$ cat src/rtl/affine_ctrl_vars_gen_if.sv
// affine_ctrl_vars_gen_if: schedule-side port bundle between an affine driver and its buffer port.
`timescale 1ns/1ps
interface affine_ctrl_vars_gen_if #(
   parameter int WIDTH = 16
);
   logic                  flush;
   logic                  stall;
   logic                  en;
   logic [3:0][WIDTH-1:0] ctrl_vars;
   logic                  done;
   modport master (input flush, stall, output en, ctrl_vars, done);
   modport slave (output flush, stall, input en, ctrl_vars, done);
endinterface

$ cat src/rtl/affine_ctrl_vars_gen.sv
// affine_ctrl_vars_gen: walks a 4-deep affine loop nest, issuing one en strobe plus loop indices per iteration.
// Optional AFFINE_CTRL_VARS_GEN_AUTO_RESTART_EN: restart after each nest with a one-cycle done pulse.
`timescale 1ns/1ps
module affine_ctrl_vars_gen #(
   parameter int WIDTH       = 16,
   parameter int EXTENT_0    = 1,
   parameter int EXTENT_1    = 4,
   parameter int EXTENT_2    = 32,
   parameter int EXTENT_3    = 32,
   parameter int START_DELAY = 0,
   parameter int II          = 1
) (
   input logic                    clk,
   input logic                    rst_n,
   affine_ctrl_vars_gen_if.master sched
);
   typedef enum logic [1:0] {IDLE, DELAY, RUN, DONE} state_e;
   localparam logic [3:0][WIDTH-1:0] EXT_M1 = {WIDTH'(EXTENT_3 - 1), WIDTH'(EXTENT_2 - 1),
                                               WIDTH'(EXTENT_1 - 1), WIDTH'(EXTENT_0 - 1)};
   localparam logic [WIDTH-1:0] DLY_M1 = WIDTH'(START_DELAY - 1);
   localparam logic [WIDTH-1:0] II_M1 = WIDTH'(II - 1);
   localparam state_e START_ST = (START_DELAY > 0) ? DELAY : RUN;
   state_e                state_q, state_d;
   logic [3:0][WIDTH-1:0] cnt_q, cnt_d, cnt_nxt;
   logic [WIDTH-1:0]      ii_q, ii_d, dly_q, dly_d;
   logic                  done_q, done_d, issue, carry, last;
   assign issue = state_q == RUN && ii_q == '0 && !sched.stall;
   // Mixed-radix increment, innermost loop 3 first; carry out of loop 0 marks the final issue.
   always_comb begin
      carry = 1'b1;
      cnt_nxt = cnt_q;
      for (int i = 3; i >= 0; i--) begin
         if (carry) cnt_nxt[i] = (cnt_q[i] == EXT_M1[i]) ? '0 : cnt_q[i] + 1'b1;
         carry = carry && cnt_q[i] == EXT_M1[i];
      end
      last = carry;
   end
   always_comb begin
      state_d = state_q;
      cnt_d = cnt_q;
      ii_d = ii_q;
      dly_d = dly_q;
`ifdef AFFINE_CTRL_VARS_GEN_AUTO_RESTART_EN
      done_d = 1'b0;
`else
      done_d = done_q;
`endif
      if (sched.flush) begin
         state_d = START_ST;
         cnt_d = '0;
         ii_d = '0;
         dly_d = '0;
         done_d = 1'b0;
      end else if (state_q == DELAY) begin
         dly_d = dly_q + 1'b1;
         state_d = (dly_q == DLY_M1) ? RUN : DELAY;
      end else if (state_q == RUN && !sched.stall) begin
         ii_d = (ii_q == II_M1) ? '0 : ii_q + 1'b1;
         if (issue) cnt_d = cnt_nxt;
         if (issue && last) begin
            ii_d = '0;
            dly_d = '0;
            done_d = 1'b1;
`ifdef AFFINE_CTRL_VARS_GEN_AUTO_RESTART_EN
            state_d = START_ST;
`else
            state_d = DONE;
`endif
         end
      end
   end
   always_ff @(posedge clk) begin
      if (!rst_n) begin
         state_q <= IDLE;
         cnt_q <= '0;
         ii_q <= '0;
         dly_q <= '0;
         done_q <= 1'b0;
      end else begin
         state_q <= state_d;
         cnt_q <= cnt_d;
         ii_q <= ii_d;
         dly_q <= dly_d;
         done_q <= done_d;
      end
   end
   assign sched.en = issue;
   assign sched.ctrl_vars = cnt_q;
   assign sched.done = done_q;
endmodule

$ cat src/flat_wrapper.sv
// flat-port wrapper written by rule: the top's interface ports become plain ports
module affine_ctrl_vars_gen_flat 
#(
   parameter int WIDTH       = 16,
   parameter int EXTENT_0    = 1,
   parameter int EXTENT_1    = 4,
   parameter int EXTENT_2    = 32,
   parameter int EXTENT_3    = 32,
   parameter int START_DELAY = 0,
   parameter int II          = 1
)
  (clk, rst_n, sched_flush, sched_stall, sched_en, sched_ctrl_vars, sched_done);
  affine_ctrl_vars_gen_if #(.WIDTH(WIDTH)) sched_i ();
  input logic clk;
  input logic rst_n;
  input wire logic [$bits(sched_i.flush)-1:0] sched_flush;
  input wire logic [$bits(sched_i.stall)-1:0] sched_stall;
  output wire logic [$bits(sched_i.en)-1:0] sched_en;
  output wire logic [$bits(sched_i.ctrl_vars)-1:0] sched_ctrl_vars;
  output wire logic [$bits(sched_i.done)-1:0] sched_done;
  assign sched_i.flush = sched_flush;
  assign sched_i.stall = sched_stall;
  assign sched_en = sched_i.en;
  assign sched_ctrl_vars = sched_i.ctrl_vars;
  assign sched_done = sched_i.done;
  affine_ctrl_vars_gen #(.WIDTH(WIDTH), .EXTENT_0(EXTENT_0), .EXTENT_1(EXTENT_1), .EXTENT_2(EXTENT_2), .EXTENT_3(EXTENT_3), .START_DELAY(START_DELAY), .II(II)) u_core (.clk(clk), .rst_n(rst_n), .sched(sched_i));
endmodule
$ cat config.mk
export PLATFORM = sky130hd
export DESIGN_NAME = affine_ctrl_vars_gen_flat
export DESIGN_NICKNAME = d
export VERILOG_FILES = /design/src/rtl/affine_ctrl_vars_gen_if.sv /design/src/rtl/affine_ctrl_vars_gen.sv /design/src/flat_wrapper.sv
export SDC_FILE = /design/constraint.sdc
export NUM_CORES = 1
export LEC_CHECK = 0
export CAP_MARGIN = 30
export CORE_MARGIN = 1.5
export CORE_UTILIZATION = 60
export DETAILED_ROUTE_END_ITERATION = 7
export DONT_BUFFER_PORTS = 1
export GPL_ROUTABILITY_DRIVEN = 0
export GPL_TIMING_DRIVEN = 0
export PLACE_DENSITY = 0.73
export SLEW_MARGIN = 20
export SYNTH_ARGS = -nofsm -noshare
export SYNTH_HDL_FRONTEND = slang
export SYNTH_SLANG_ARGS = --single-unit
$ cat constraint.sdc
create_clock -name clk -period 3.8 [get_ports clk]
set_input_delay 0.76 -clock clk [delete_from_list [all_inputs] [get_ports clk]]
set_output_delay 0.76 -clock clk [all_outputs]
set_load 0.01 [all_outputs]
==> metrics.yaml <==
synth:
  postSynthAreaPerCell_um2: 8.36
  synthDistinctLibCells: 47
  syn_nets: 603
  synthTopCellsByArea: "dfxtp_1 (40%), a21oi_1 (4.9%), xnor2_1 (4.1%)"
  netlist_area_um2: 4940
  yosys_warnings: 0
  ys_ff_latch: 99
  synth_common_cells: "dfxtp_1 (99), a21oi_1 (48), nor2_1 (45)"
  yosysSeqAreaShare_pct: 40.1
  ys.flop_type: "dfxtp_1"
  yosys.area.top_type_share_pct: 40.1
  synth_most_common_cell: "dfxtp_1"
  async_reset_ff_share_pct: 0
  synth_edf_count: 0
  syn_inst: 591
  yosys.area.top_type: "dfxtp_1"
clock_tree:
  post_cts_buffers: 0
  clk_pin_slew_ns: 0.10
  cts_max_level: 3
  clockBufferDepth: 2
  cts_resized: 0
  cts_tree: "built"
  holdBufCountCts: 0
  clock_latency_ns: 0.37
  numCtsBuffers: 9
  clkSinkCount: 99
  root_buffer: "clkbuf_8"
route:
  drc: 0
  drt_iter0_markers: 291
  via_count: 4605
  wl_per_cell_um: 17.0
  drt_wl_total_mm: 12.1
  postRouteAntennaNets: 0
  drtPass1Iterations: 8
  via_per_inst: 6.50
placement:
  dpl_cell_area_um2: 5070
  hpwl_mm: 8.71
  place.port_buffers: 0
setup_path:
  cp_slowest_cell: "nor4_1"
  r2r_cells: 8
  cp-end-kind: "register"
  critPathLaunchType: "register"
  path_cells: "inv_1, ha_1, nor3b_1, nand3_1, nor4_1, a21o_1, buf_1, nor2_1"
  crit_type: "register to register"
  crit_required_ns: 4.05
  rrSetupSlack_ns: 0.60
  r2r_start: "u_core.ii_q[1]$_SDFFE_PP0P_"
  critPathMaxFanout: 10
  critPathArrivalTime_ns: 3.44
  max_stage_delay_ns: 0.87
  r2r-end: "u_core.dly_q[2]$_SDFFE_PP0P_"
timing:
  max_freq_ghz: 0.313
  worst_pin_slew_ns: 0.945
  finalSetupViolCount: 0
  hold_ws_ns: 0.515
  tns_ns: 0
  rsz0062_at_grt: "no"
  period_minus_slack_ns: 3.20
  fin_crit_sh_pct: 84.1
  finalClockSkew_ns: 0.0130
  hold_violations: 0
  maxSlewViolCount: 0
  relSlewSlack_pct: 36.4
finish:
  fin_area_um2: 5250
  syn_to_final_growth_pct: 6.30
  nets: 614
  drive_gt1_share_pct: 8.40
  antenna-diode-count: 0
  fillers: 702
global_route:
  grt_overflow: 0
  antenna_found_initial: 0
  track_usage_pct: 28.5
  grt_pass1_wl_mm: 20.1
  grt_max_degree: 19
  grt_pass1_vias: 4407
floorplanning:
  die_w_um: 93.8
  num_rows: 32
  chipHeight_um: 93.8
  num_io_pins: 70
  die_area_um2: 8790
  start_util_pct: 63.0
  core_region_area_um2: 7850
power:
  power_w: 0.00174
  p_leak_nw: 1.51
  power.density_nw_per_um2: 331
  ir_worst_vdd_mv: 0.232
status:
  status: "finished, final reports clean"
worst_hold_path:
  min_path_type: "register to register"
  hold_end: "u_core.dly_q[1]$_SDFFE_PP0P_"
  hold_path_startpoint: "u_core.dly_q[1]$_SDFFE_PP0P_"
  min_path_cells: 2
flow_run:
  maxCapViolations: 0
[per-stage QoR]
| step | std cells | setup slack, ns | utilization [%] |
|---|---|---|---|
| final | 709 | 0.604 | 66.9 |
| after global routing | 709 | 0.385 | 66.9 |
| after CTS | 709 | 0.589 | 66.9 |
| after detailed placement | 693 | 0.521 | 64.6 |
| after global placement | 693 | 0.579 | 64.6 |
| after floorplan | 591 | 1.27 | - |
[cell usage in the layout (no fill, tap or decap), types with 3 or more instances in the layout]
cell,count
dfxtp_1,99
a21oi_1,48
nor2_1,45
nand2_1,43
nand3_1,35
o21ai_0,30
nor3_1,29
nand4_1,29
xnor2_1,23
or3_1,21
inv_1,18
clkbuf_1,18
nor4_1,15
or4_1,14
and4_1,13
o31ai_1,13
xor2_1,12
a31o_2,11
and3_1,11
clkbuf_8,9
ha_1,8
nor4_2,6
buf_2,6
and2_1,4
a311oi_1,4
nand4b_1,4
a31oi_1,3
[layout make-up]
type,count,area (um2),share of cell area (%)
Sequential cell,99,1980,37.7
Tap cell,102,128,2.43
Inverter,18,67.6,1.29
Clock inverter,7,60.1,1.14
Multi-Input combinational cell,447,2780,52.8
Clock buffer,9,124,2.36
Buffer,27,116,2.21
[metal layers]
metal,wire [um],vias up,GRT usage (%)
li1,-,2224,-
met1,5070,2208,34.3
met2,5960,148,49.1
met3,808,25,7.36
met4,222,0,9.83
met5,0,-,0
[cells by family (layout without fill, tap and decap cells)]
group           Yosys count  in the layout  share of synthesized area (%)
compound gates          115            115                           13.8
simple gates            289            289                           34.2
xor+xnor                 35             35                           6.20
buf+inv                  45             61                           3.72
fa+ha+maj                 8              8                           2.03
flops                    99             99                           40.1
[critical path: cells and delay by family (launching register included)]
kind	cells	cell delay [ns]
buffers and inverters	2	0.53
DFF	1	0.36
and+or+nand+nor	4	1.74
AOI/OAI and AO/OA	1	0.33
adders and majority gates	1	0.13
[registers in the layout (all words and copies together), names as in the netlist]
| register | flops |
|---|---|
| u_core.dly_q | 16 |
| u_core.ii_q | 16 |
| u_core.sched.ctrl_vars | 64 |
| u_core.sched.done | 1 |
| u_core.state_q | 2 |
[power breakdown]
group	internal (W)	switching [W]	total [W]
Clock	0.000250	0.000407	0.000657
Combinational	0.00000957	0.0000307	0.0000403
Sequential	0.00104	0.00000306	0.00104
[worst max-delay path by stage]
stage          slack, ns                        start                                      end
2_1_floorplan       1.27                  sched_stall  u_core.sched.ctrl_vars[22]$_SDFFE_PP0P_
3_3_place_gp        0.58                  sched_stall             u_core.dly_q[7]$_SDFFE_PP0P_
3_5_place_dp        0.52                  sched_stall             u_core.dly_q[2]$_SDFFE_PP0P_
4_1_cts             0.59  u_core.ii_q[1]$_SDFFE_PP0P_             u_core.dly_q[2]$_SDFFE_PP0P_
5_1_grt             0.38  u_core.ii_q[1]$_SDFFE_PP0P_             u_core.dly_q[2]$_SDFFE_PP0P_
6_report            0.60  u_core.ii_q[1]$_SDFFE_PP0P_             u_core.dly_q[2]$_SDFFE_PP0P_
No activity file was read; power rests on OpenSTA's default activity.
